`src/rtl/hsid_x_pkg.sv`:
```
// Shared constants and types for the HSID distance front end.
// Holds the upstream word / band sample widths and the unpacker FSM state type.
package hsid_x_pkg;

    localparam int unsigned HSID_WORD_WIDTH = 32;
    localparam int unsigned HSID_DATA_WIDTH = 16;

    typedef enum logic [0:0] {
        UNPACK_IDLE = 1'b0,
        UNPACK_RUN  = 1'b1
    } hsid_x_unpack_state_t;

endpackage

```
`src/rtl/hsid_x_word_fifo.sv`:
```
// Synchronous word FIFO with a synchronous flush input.
// Pointers carry one extra MSB so full and empty are told apart without a counter.
module hsid_x_word_fifo #(
    parameter int unsigned WIDTH      = 32,
    parameter int unsigned FIFO_DEPTH = 4
) (
    input  logic             clk,
    input  logic             rst,
    input  logic             flush,
    input  logic             push,
    input  logic [WIDTH-1:0] wdata,
    input  logic             pop,
    output logic [WIDTH-1:0] rdata,
    output logic             full,
    output logic             empty
);

    localparam int unsigned AW = (FIFO_DEPTH > 1) ? $clog2(FIFO_DEPTH) : 1;

    logic [AW:0]      r_wr_ptr;
    logic [AW:0]      r_rd_ptr;
    logic [WIDTH-1:0] r_mem [FIFO_DEPTH];

    logic [AW:0]      w_ptr_one;

    assign w_ptr_one = {{AW{1'b0}}, 1'b1};

    always_ff @(posedge clk) begin
        if (rst || flush) begin
            r_wr_ptr <= '0;
            r_rd_ptr <= '0;
        end else begin
            if (push) begin
                r_wr_ptr <= r_wr_ptr + w_ptr_one;
            end
            if (pop) begin
                r_rd_ptr <= r_rd_ptr + w_ptr_one;
            end
        end
    end

    // Storage is not reset; only the pointers define what is valid.
    always_ff @(posedge clk) begin
        if (push && !rst && !flush) begin
            r_mem[r_wr_ptr[AW-1:0]] <= wdata;
        end
    end

    assign rdata = r_mem[r_rd_ptr[AW-1:0]];
    assign empty = (r_wr_ptr == r_rd_ptr);
    assign full  = (r_wr_ptr[AW] != r_rd_ptr[AW]) &&
                   (r_wr_ptr[AW-1:0] == r_rd_ptr[AW-1:0]);

endmodule

```
`src/rtl/hsid_x_word_unpack.sv`:
```
// Buffers upstream OBI read words and splits each into two band samples for the distance datapath.
// Optional macro HSID_X_UNPACK_ODD_PACK_EN packs odd-band pixels contiguously instead of word-aligning them.
module hsid_x_word_unpack
    import hsid_x_pkg::*;
#(
    parameter int unsigned WORD_WIDTH  = HSID_WORD_WIDTH,
    parameter int unsigned DATA_WIDTH  = HSID_DATA_WIDTH,
    parameter int unsigned FIFO_DEPTH  = 4,
    parameter int unsigned BANDS_WIDTH = 8
) (
    input  logic                   clk,
    input  logic                   rst,
    input  logic                   start,
    input  logic                   clear,
    input  logic [BANDS_WIDTH-1:0] bands,
    input  logic                   word_valid,
    input  logic [WORD_WIDTH-1:0]  word,
    output logic                   band_valid,
    output logic [DATA_WIDTH-1:0]  band_data,
    output logic                   band_last,
    input  logic                   band_ready,
    output logic                   fifo_full,
    output logic                   overflow,
    output logic                   idle
);

    hsid_x_unpack_state_t   r_state;
    logic [BANDS_WIDTH-1:0] r_bands;
    logic [BANDS_WIDTH-1:0] r_cnt;
    logic [WORD_WIDTH-1:0]  r_word;
    logic                   r_hs;
    logic                   r_reg_valid;
    logic                   r_overflow;

    logic                   w_run;
    logic                   w_fifo_full;
    logic                   w_fifo_empty;
    logic [WORD_WIDTH-1:0]  w_fifo_rdata;
    logic                   w_push;
    logic                   w_pop;
    logic                   w_drop;
    logic                   w_hsk;
    logic                   w_last;
    logic                   w_final;
    logic [BANDS_WIDTH-1:0] w_one;
    logic [BANDS_WIDTH-1:0] w_last_idx;

    assign w_one      = {{(BANDS_WIDTH-1){1'b0}}, 1'b1};
    assign w_last_idx = r_bands - w_one;

    assign w_run  = (r_state == UNPACK_RUN) && !clear;
    assign w_hsk  = r_reg_valid && band_ready;
    assign w_last = r_reg_valid && (r_cnt == w_last_idx);

`ifdef HSID_X_UNPACK_ODD_PACK_EN
    assign w_final = r_hs;
`else
    // Odd pixels drop the upper half after their last band so the next pixel starts word-aligned.
    assign w_final = r_hs || (w_last && r_bands[0]);
`endif

    assign w_pop  = w_run && !w_fifo_empty && (!r_reg_valid || (w_hsk && w_final));
    assign w_push = w_run && word_valid && (!w_fifo_full || w_pop);
    assign w_drop = w_run && word_valid && w_fifo_full && !w_pop;

    hsid_x_word_fifo #(
        .WIDTH      (WORD_WIDTH),
        .FIFO_DEPTH (FIFO_DEPTH)
    ) u_fifo (
        .clk   (clk),
        .rst   (rst),
        .flush (clear),
        .push  (w_push),
        .wdata (word),
        .pop   (w_pop),
        .rdata (w_fifo_rdata),
        .full  (w_fifo_full),
        .empty (w_fifo_empty)
    );

    always_ff @(posedge clk) begin
        if (rst || clear) begin
            r_state     <= UNPACK_IDLE;
            r_bands     <= '0;
            r_cnt       <= '0;
            r_word      <= '0;
            r_hs        <= 1'b0;
            r_reg_valid <= 1'b0;
            r_overflow  <= 1'b0;
        end else begin
            case (r_state)
                UNPACK_IDLE: begin
                    if (start && (bands != '0)) begin
                        r_state <= UNPACK_RUN;
                        r_bands <= bands;
                    end
                end
                default: r_state <= UNPACK_RUN;
            endcase

            if (w_pop) begin
                r_word      <= w_fifo_rdata;
                r_hs        <= 1'b0;
                r_reg_valid <= 1'b1;
            end else if (w_hsk) begin
                if (w_final) begin
                    r_hs        <= 1'b0;
                    r_reg_valid <= 1'b0;
                end else begin
                    r_hs <= 1'b1;
                end
            end

            if (w_hsk) begin
                r_cnt <= w_last ? '0 : (r_cnt + w_one);
            end

            if (w_drop) begin
                r_overflow <= 1'b1;
            end
        end
    end

    assign band_valid = r_reg_valid;
    assign band_data  = r_hs ? r_word[WORD_WIDTH-1:DATA_WIDTH] : r_word[DATA_WIDTH-1:0];
    assign band_last  = w_last;
    assign fifo_full  = w_fifo_full;
    assign overflow   = r_overflow;
    assign idle       = (r_state == UNPACK_IDLE);

endmodule

```
`config.mk`:
```
export PLATFORM = sky130hd
export DESIGN_NAME = hsid_x_word_unpack
export DESIGN_NICKNAME = d
export VERILOG_FILES = /design/src/rtl/hsid_x_pkg.sv /design/src/rtl/hsid_x_word_fifo.sv /design/src/rtl/hsid_x_word_unpack.sv
export SDC_FILE = /design/constraint.sdc
export NUM_CORES = 1
export LEC_CHECK = 0
export CORE_AREA = 2 2 180 182
export CTS_BUF_LIST = sky130_fd_sc_hd__clkbuf_8
export CTS_CLUSTER_DIAMETER = 200
export DETAILED_ROUTE_END_ITERATION = 7
export DIE_AREA = 0 0 182 184
export PLACE_DENSITY_LB_ADDON = 0.3
export SLEW_MARGIN = 20
export SYNTH_ARGS = -nofsm -noshare
export SYNTH_HDL_FRONTEND = slang
export SYNTH_HIERARCHICAL = 1
export SYNTH_SLANG_ARGS = --single-unit
export TNS_END_PERCENT = 5
```
`constraint.sdc`:
```
create_clock -name clk -period 3.4 [get_ports clk]
set_input_delay 0.68 -clock clk [delete_from_list [all_inputs] [get_ports clk]]
set_output_delay 0.68 -clock clk [all_outputs]
set_load 0.05 [all_outputs]
```
==> results.toml, run 1 <==
[floorplanning]
design.portCount = 67
height_of_the_chip_um = 184
floorplan.core_area_mm2 = 0.0314
initial_core_util = 0.247
die_x_um = 182
design.die.area_mm2 = 0.0335
floorplan_row_count = 65

[power]
share_comb_of_total_power = 0.035
power_report.internal_total_mw = 3.10
power.switching_uw = 986
share_seq_of_total_power = 0.599
share_clk_of_total_power = 0.365
reported_leakage_power_nw = 2.87
totalPowerFinal_mw = 4.08
vdd.ir_drop.worst_mv = 0.257
net_switching_fraction_of_the_power = 0.241
power.density_cell_area_mw_per_mm2 = 441

[layout]
layout.cell_area.non_filler_mm2 = 0.00926
area_growth_syn_to_layout_pct = 19.4
numnets_final = 631
antenna_cells_inserted = 0
drive_gt1_frac = 0.188
fillCellCount = 3152

[clock_network]
root_cell_of_the_clock_tree = "clkbuf_8"
clock_latency_late_sink_ns = 0.47
ctsHtreeMaxLevel = 4
holdBufCountCts = 0
clk_pin_slew_ns = 0.10
post-cts-setup-buffers = 0
cts_resized = 0
cts_made_buffers = 17
clockBufferDepth = 2
cts.sinks = 188
tritoncts = "yes"

[worst_setup_path]
critical_path.endpoint = "band_last"
timing.critical_path.slowest_cell_delay_ns = 0.42
setup.worst_path.class = "reg -> out"
timing.critical_path.from_type = "register"
critical_path_peak_fanout = 6
end_kind = "primary output"
timing.reg2reg.worst_path_depth = 9
timing.critical_path.buf_inv = 2
worstSetupStartpoint = "r_bands[1]"
wp_depth = 7
timing.critical_path.required_ns = 2.72
timing.critical_path.arrival_ns = 2.46
r2r-start = "r_bands[1]"
worst_path_max_delay_cell = "dfxtp_1"
timing.reg2reg.setup_slack_ns = 0.53
cpLargestDelayFamily = "simple AND/OR/NAND/NOR gates"
crit_chain = "inv_1, ha_1, nor2b_1, or3_1, a31oi_2, and3_1, buf_12"
crit-reg2reg-capture = "u_fifo/r_mem[2][25]"

[routing]
drtAntennaViolNets = 0
finalWirelength_mm = 17.7
dr.first_iter.drc_count = 303
drt-wirelength-per-cell_um = 17.9
drtPass1Iterations = 5
drt-vias-per-instance = 4.60
vias = 4569
drcViolationCount = 0

[sta]
fin_hold_ws_ns = 0.471
final.min_clock_period_ns = 3.14
timing.final.setup_violations = 0
tightestPinTransition_ns = 0.942
final.period_utilization = 0.923
setup_repair_after_global_routing_missed_its_margin = "no"
maxSlewViolCount = 0
final.setup_skew_ns = 0.0204
fmax_mhz = 319
hold_viol_final = 0
max-slew-margin-rel = 0.372

[logic_synthesis]
yosys_register_bits = 188
syn_area_mm2 = 0.00775
syn-instance-count = 510
synth.top_cell.area_share = 0.496
synth_warnings = 6
synth_nets = 563
synth.avg_cell_area_um2 = 15.2
synth-seq-area-share = 0.651
synth.top_cells.by_area = "edfxtp_1, dfxtp_1, mux4_2"
synth_cell_type_count = 51
synthDominantAreaCellType = "edfxtp_1"

[run]
cap_viol_max_count = 0

[grt]
vias_in_the_first_global_route = 4724
grt_pass1_wl_mm = 27.7
grt_antenna_before_repair = 0
grt_start_max_net_pins = 44
grt_overflow_total = 0
global_route.usage.total = 0.110

[run_status]
status = "finished, final reports clean"

[place]
hpwlAfterDp_mm = 11.8
place.port_buffers = 66
postPlaceCellArea_mm2 = 0.00885
gp_congestion = 0.779

[hold_path]
min_path_type = "reg -> reg"
## synth_stat cells (all sizes together)
library cell / n
a211o: 1
a211oi: 2
a21bo: 2
a21o: 1
a21oi: 39
a31oi: 3
and2: 1
and3: 8
and3b: 1
and4: 1
and4b: 1
buf: 20
clkbuf: 14
dfxtp: 60
edfxtp: 128
ha: 7
inv: 5
mux2: 16
mux2i: 10
mux4: 32
nand2: 12
nand3: 39
nand3b: 3
nand4: 4
nor2: 27
nor2b: 2
nor3: 3
nor3b: 2
nor4: 4
o211ai: 32
o21a: 1
o21ai: 3
o31ai: 1
or2: 2
or3: 1
or4: 2
xnor2: 9
xor2: 11
## worst register-to-register path, cell delays in order, from the launching register on
cell     delay, ns
dfxtp_1       0.42
inv_1         0.07
ha_1          0.24
nor2b_1       0.15
or3_1         0.36
a31oi_2       0.28
nand4_2       0.14
a31oi_1       0.37
and3_1        0.27
buf_12        0.24
## flip-flops by register name, indices dropped and copies added, names as in the netlist, named ones only
name             cells
u_fifo/r_mem       128
r_word              32
r_bands              8
r_cnt                8
u_fifo/r_rd_ptr      3
u_fifo/r_wr_ptr      3
band_valid           1
overflow             1
r_hs                 1
r_state              1
## power groups by stage
stage,logic (mW),clock network [mW],registers (mW)
finish,0.145,1.49,2.45
global route,0.158,1.64,2.45
CTS,0.147,1.54,2.45
detailed placement,0.146,0,2.50
global placement,0.142,0,2.50
floorplan,0.0564,0,2.50
## area by class of cell
class	count	area (um2)	share of cell area
timing repair buffer	83	848	0.0916
multi-input combinational	283	2430	0.263
clock buffer	18	248	0.0268
tap	402	503	0.0543
sequential	188	5050	0.545
inverter	5	18.8	0.00203
clock inverter	14	161	0.0174
## placed cells by master (no fill, tap or decap), types with 3 or more instances in the layout
master           count
a21oi_1             39
and3_1               6
buf_12               5
buf_4               13
clkbuf_8            18
clkdlybuf4s50_1     65
clkinv_8             3
dfxtp_1             59
edfxtp_1           128
ha_1                 7
inv_1                5
inv_6                4
inv_8                4
mux2_2              16
mux2i_1             10
mux4_2              30
nand2_1             12
nand3_1             39
nand3b_1             3
nand4_1              3
nor2_1              27
nor3_1               3
nor4_2               3
o211ai_1            32
xnor2_1              9
xor2_1              11
## stage by stage
| stage | util | setup TNS, ns | cells | worst slack, ns |
|---|---|---|---|---|
| after global routing | 0.295 | 0 | 993 | 0.0773 |
| after CTS | 0.295 | 0 | 993 | 0.224 |
| after global placement | 0.282 | 0 | 961 | 0.257 |
| after floorplan | - | -10.82 | 510 | -0.113 |
| after detailed placement | 0.282 | 0 | 961 | 0.204 |
| final | 0.295 | 0 | 993 | 0.262 |
## cell families after synthesis
| logic type | after synthesis | synth area share |
|---|---|---|
| flip-flops | 188 | 0.651 |
| AND/OR/NAND/NOR | 113 | 0.0783 |
| AO/OA/AOI/OAI | 85 | 0.0705 |
| multiplexers | 58 | 0.130 |
| buffers and inverters | 39 | 0.0365 |
| XOR/XNOR | 20 | 0.0226 |
| adder cells (fa/ha/maj) | 7 | 0.0113 |
## how the worst min path moves through the flow
stage | start | endpoint | cells after the start
global placement | r_word[8] | r_word[8] | 2
CTS | r_word[11] | r_word[11] | 2
finish | r_word[9] | r_word[9] | 2
detailed placement | r_word[31] | r_word[31] | 2
floorplan | r_word[16] | r_word[16] | 2
global route | r_word[7] | r_word[7] | 2
## per-layer routing
metal,wire (um),track usage,share of wire,vias up
li1,-,-,-,2114
met5,0,0,0,-
met1,8060,0.140,0.45,2363
met3,689,0.0285,0.039,9
met2,8820,0.186,0.50,83
met4,159,0.0265,0.0090,0
(Power assumes the default switching activity.)
==> run 2: changes to the inputs <==
==> constraint.sdc (replaced) <==
create_clock -name clk -period 3.4 [get_ports clk]
set_input_delay 0.68 -clock clk [delete_from_list [all_inputs] [get_ports clk]]
set_output_delay 0.68 -clock clk [all_outputs]
set_load 0.01 [all_outputs]
==> results.toml, run 2 (synthesis results as in run 1) <==
[run_status]
status = "finished, final reports clean"

[worst_setup_path]
timing.reg2reg.worst_path_depth = 10
timing.critical_path.slowest_cell_delay_ns = 0.53
crit_chain = "inv_1, ha_2, nor2b_1, or3_1, a31oi_4, and3_4, clkdlybuf4s50_1"
timing.critical_path.required_ns = 2.72
critical_path.endpoint = "band_last"
crit-reg2reg-capture = "u_fifo/r_mem[1][9]"
timing.reg2reg.setup_slack_ns = 0.58
critical_path_peak_fanout = 6
worst_path_max_delay_cell = "clkdlybuf4s50_1"
r2r-start = "r_bands[1]"
timing.critical_path.arrival_ns = 2.58
end_kind = "primary output"
worstSetupStartpoint = "r_bands[1]"
setup.worst_path.class = "reg -> out"
timing.critical_path.from_type = "register"

[sta]
max-slew-margin-rel = 0.338
fin_hold_ws_ns = 0.468
fmax_mhz = 307
setup_repair_after_global_routing_missed_its_margin = "no"
timing.final.setup_violations = 0
hold_viol_final = 0
final.setup_skew_ns = 0.0164
final.min_clock_period_ns = 3.26
final.period_utilization = 0.959
maxSlewViolCount = 0
slack_of_the_critical_path_ns = 0.139
tightestPinTransition_ns = 0.991

[floorplanning]
floorplan.core_area_mm2 = 0.0314
height_of_the_chip_um = 184
initial_core_util = 0.247
die_x_um = 182
design.die.area_mm2 = 0.0335
floorplan_row_count = 65
design.portCount = 67

[layout]
final_cell_mix = "edfxtp_1, clkdlybuf4s50_1, dfxtp_1, a21oi_1, nand3_1"
layout.cell_area.non_filler_mm2 = 0.00925
antenna_cells_inserted = 0
drive_gt1_frac = 0.188
layout_commonest_cell = "edfxtp_1"
fillCellCount = 3148
area_growth_syn_to_layout_pct = 19.4
largest_register_ffs = 128
numnets_final = 630

[place]
postPlaceCellArea_mm2 = 0.00883
gp_congestion = 0.786
post-place-ws_ns = 0.153
hpwlAfterDp_mm = 11.3
place.port_buffers = 66

[routing]
drcViolationCount = 0
drtPass1Iterations = 4
dr.first_iter.drc_count = 322
finalWirelength_mm = 17.7
vias = 4505
drt-vias-per-instance = 4.55
drtAntennaViolNets = 0
drt-wirelength-per-cell_um = 17.8

[grt]
grt_start_max_net_pins = 44
global_route.usage.total = 0.108
grt_antenna_before_repair = 0
grt_overflow_total = 0
grt_pass1_wl_mm = 26.9
vias_in_the_first_global_route = 4626

[clock_network]
root_cell_of_the_clock_tree = "clkbuf_8"
clock_latency_late_sink_ns = 0.47
holdBufCountCts = 0
ctsHtreeMaxLevel = 4
cts_made_buffers = 17
clk_pin_slew_ns = 0.10
tritoncts = "yes"
clockBufferDepth = 2
cts.sinks = 188

[power]
vdd.ir_drop.worst_mv = 0.216
share_comb_of_total_power = 0.036
power.switching_uw = 949
power_report.internal_total_mw = 3.06
reported_leakage_power_nw = 2.84
net_switching_fraction_of_the_power = 0.237
share_clk_of_total_power = 0.353
share_seq_of_total_power = 0.610
power.density_cell_area_mw_per_mm2 = 433

[run]
cap_viol_max_count = 0

[hold_path]
min_path_type = "reg -> reg"
==> run 2: changes by cell type in the layout (fill, tap and decap cells not counted), sizes merged <==
cell,change
clkbuf,-1
clkdlybuf4s50,+1
inv,-3
clkinvlp,+2
clkinv,+1
buf,-2
==> run 2: metal layers <==
| metal | GRT usage | up-vias | wire length, um |
|---|---|---|---|
| met5 | 0 | - | 0 |
| met3 | 0.0248 | 15 | 754 |
| met1 | 0.138 | 2283 | 7920 |
| met2 | 0.183 | 93 | 8840 |
| met4 | 0.0329 | 0 | 163 |
| li1 | - | 2114 | - |
==> run 2: worst min-delay path by stage <==
stage	from	endpoint	slack, ns	cells past startpoint
CTS	r_word[8]	r_word[8]	0.47	2
global placement	r_word[26]	r_word[26]	0.45	2
global route	r_word[8]	r_word[8]	0.49	2
detailed placement	r_word[8]	r_word[8]	0.46	2
finish	r_word[8]	r_word[8]	0.47	2
floorplan	r_word[16]	r_word[16]	0.44	2
==> run 2: through the flow <==
stage	TNS (ns)	utilization	cells	power, mW
global route	0	0.295	991	4.17
detailed placement	0	0.281	958	2.64
floorplan	-10.82	-	510	2.55
finish	0	0.295	991	4.01
global placement	0	0.281	958	2.64
CTS	0	0.294	989	4.05
==> run 2: timing repair <==
item | CTS | global route
setup endpoints to repair | 1 | 1
resized for setup | 3 | 3
setup buffers | 0 | 2
pin swaps | 0 | 1
==> run 2: cell type report <==
| cell class | count | area (um2) | area share |
|---|---|---|---|
| flip-flops and latches | 188 | 5050 | 0.546 |
| multi-input cells | 283 | 2450 | 0.265 |
| well taps | 402 | 503 | 0.0544 |
| inverters | 5 | 18.8 | 0.00203 |
| clock buffers | 17 | 234 | 0.0253 |
| clock inverters | 14 | 149 | 0.0161 |
| repair buffers | 82 | 843 | 0.0911 |
==> run 2: power groups by stage <==
stage	logic [mW]	registers [mW]	clock network, mW
floorplan	0.0546	2.50	0
global placement	0.140	2.50	0
detailed placement	0.143	2.50	0
CTS	0.146	2.45	1.46
global route	0.159	2.45	1.56
finish	0.146	2.45	1.42
==> run 2: worst max-delay path, delay by kind of cell, from the launching register on <==
| kind | cells | cell delay, ns |
|---|---|---|
| buffers and inverters | 2 | 0.58 |
| and+or+nand+nor | 3 | 0.75 |
| adders and majority gates | 1 | 0.20 |
| DFF | 1 | 0.38 |
| AOI/OAI and AO/OA | 1 | 0.21 |
==> run 3: changes to the inputs <==
CORE_AREA = 2 2 185 187   (was 2 2 180 182)
DIE_AREA = 0 0 187 189   (was 0 0 182 184)
SYNTH_HIERARCHICAL = default   (was 1)
==> results.toml, run 3 <==
[run_status]
status = "finished, final reports clean"

[sta]
final.setup_skew_ns = 0.0171
setup_repair_after_global_routing_missed_its_margin = "no"
fin_setup_tns_ns = 0
maxSlewViolCount = 0
timing.final.setup_violations = 0
slack_of_the_critical_path_ns = 0.168
tightestPinTransition_ns = 0.842
final.min_clock_period_ns = 3.23
max-slew-margin-rel = 0.437
fmax_mhz = 309
final.period_utilization = 0.951
hold_viol_final = 0

[routing]
drcViolationCount = 0
dr.first_iter.drc_count = 299
vias = 5389
drtPass1Iterations = 4
drt-vias-per-instance = 4.81
drtAntennaViolNets = 0
drt-wirelength-per-cell_um = 17.7
finalWirelength_mm = 19.9

[worst_setup_path]
end_kind = "register"
timing.critical_path.arrival_ns = 3.39
worst_path_max_delay_cell = "or4_1"
timing.critical_path.required_ns = 3.56
timing.critical_path.from_type = "register"
crit-reg2reg-capture = "u_fifo.r_mem[1][19]"
timing.reg2reg.worst_path_depth = 7
setup.worst_path.class = "reg -> reg"
critical_path_peak_fanout = 14
timing.reg2reg.setup_slack_ns = 0.17
r2r-start = "r_bands[2]"
crit_chain = "or4_1, or3_1, a21oi_1, nand4_4, a211oi_1, and2_2, buf_4"
timing.critical_path.slowest_cell_delay_ns = 0.62

[layout]
layout.area.seq_mm2 = 0.00501
utilization = 0.298
area_growth_syn_to_layout_pct = 20.6
drive_gt1_frac = 0.174
numnets_final = 713
largest_register_ffs = 128
final_cell_mix = "edfxtp_1, clkdlybuf4s50_1, dfxtp_1, nand3_1, nand4_1"
antenna_cells_inserted = 0
area_of_the_multi_input_gates_mm2 = 0.00305
fillCellCount = 3367
layout_commonest_cell = "edfxtp_1"

[hold_path]
worst_hold_path.num_cells = 2
worst_hold_path.endpoint = "overflow"
hp-start = "overflow"
min_path_type = "reg -> reg"

[clock_network]
clockBufferDepth = 2
cts_made_buffers = 17
tritoncts = "yes"
holdBufCountCts = 0
clk_pin_slew_ns = 0.10
clock_latency_late_sink_ns = 0.48
ctsHtreeMaxLevel = 4
root_cell_of_the_clock_tree = "clkbuf_8"
cts.sinks = 186

[logic_synthesis]
synth.avg_cell_area_um2 = 13.5
synth-edff-count = 128
synthDominantAreaCellType = "edfxtp_1"
yosys.cell_count.top_type = "edfxtp_1"
postSynth.topFlopCell = "edfxtp_1"
syn-instance-count = 608
synth_warnings = 0
synth_nets = 661
synth.top_cells.by_area = "edfxtp_1, dfxtp_1, mux4_2"
synth_cell_type_count = 44
synth.top_cell.area_share = 0.467
yosys_register_bits = 186
synthArstFlopShare = 0
synth_common_cells = "edfxtp_1, dfxtp_1, clkbuf_1, nand3_1, nand4_1"
synth-seq-area-share = 0.609
syn_area_mm2 = 0.00822

[floorplanning]
floorplan_row_count = 67
design.portCount = 67
floorplan.core_area_mm2 = 0.0333
die_x_um = 187
design.die.area_mm2 = 0.0353
height_of_the_chip_um = 189
initial_core_util = 0.247

[power]
vdd.ir_drop.worst_mv = 0.237
power.density_cell_area_mw_per_mm2 = 403
totalPowerFinal_mw = 4.00
reported_leakage_power_nw = 3.13

[grt]
global_route.usage.total = 0.114
grt_overflow_total = 0
vias_in_the_first_global_route = 5275
grt_start_max_net_pins = 106
gr-usage-met2 = 0.180
globalRouteMet3Util = 0.0276
top_usage_layer = "met2"
grt_antenna_before_repair = 0
grt_pass1_wl_mm = 30.9
use_met1 = 0.156

[place]
gp_congestion = 0.823
post-place-ws_ns = 0.246
place.port_buffers = 66
hpwlAfterDp_mm = 12.5

[run]
cap_viol_max_count = 0
[run 3: metrics by stage]
step | cells | instance area (um2) | hold WS (ns)
after floorplan | 608 | 8220 | 0.478
after global placement | 1087 | 9500 | 0.452
after detailed placement | 1087 | 9500 | 0.458
after CTS | 1121 | 9910 | 0.482
after global routing | 1121 | 9920 | 0.529
final | 1121 | 9920 | 0.477
[run 3: how the worst max path moves through the flow]
stage,slack (ns),cells after the start,end,start
finish,0.17,7,u_fifo.r_mem[1][19],r_bands[2]
global route,0.02,7,u_fifo.r_mem[1][19],r_bands[2]
CTS,0.006,5,band_last,r_bands[0]
detailed placement,0.25,7,u_fifo.r_mem[1][28],r_bands[0]
global placement,0.27,7,u_fifo.r_mem[1][2],r_bands[0]
floorplan,0.15,6,u_fifo.r_mem[3][0],r_bands[0]
[run 3: cell families after synthesis]
| family | after synthesis | share of synthesized area |
|---|---|---|
| adders and majority gates | 7 | 0.0106 |
| buffers and inverters | 61 | 0.0286 |
| muxes | 56 | 0.119 |
| DFF | 186 | 0.609 |
| xor gates and xnor gates | 19 | 0.0202 |
| AOI/OAI and AO/OA | 100 | 0.0863 |
| and+or+nand+nor | 179 | 0.126 |
[run 3: layout make-up]
| cell class | instances | share of cell area |
|---|---|---|
| flip-flops and latches | 186 | 0.505 |
| multi-input cells | 361 | 0.307 |
| repair buffers | 87 | 0.0916 |
| well taps | 448 | 0.0565 |
| clock buffers | 17 | 0.0236 |
| clock inverters | 15 | 0.0132 |
| inverters | 7 | 0.00265 |
[run 3: per-layer routing]
layer | part of all wire | wire (um) | vias up
met1 | 0.48 | 9500 | 2714
li1 | - | - | 2542
met5 | 0 | 0 | -
met2 | 0.47 | 9400 | 120
met4 | 0.0094 | 187 | 0
met3 | 0.040 | 799 | 13
[run 3: report_power, final]
group / internal [mW] / switching [mW]
sequential: 2.42 / 0.00566
combinational: 0.0797 / 0.0909
clock: 0.536 / 0.873
[run 3: worst max-delay path, delay by kind of cell, from the launching register on]
| kind | cells | cell delay [ns] |
|---|---|---|
| flops | 1 | 0.38 |
| buf+inv | 1 | 0.26 |
| compound gates | 2 | 0.83 |
| simple gates | 4 | 1.46 |
[run 3: what timing repair did]
item	4_1_cts	5_1_grt
endpoints found under the hold margin	0	0
endpoints found under the setup margin	1	1
gates resized for setup	4	3
pin swaps	2	0
setup buffers	2	0
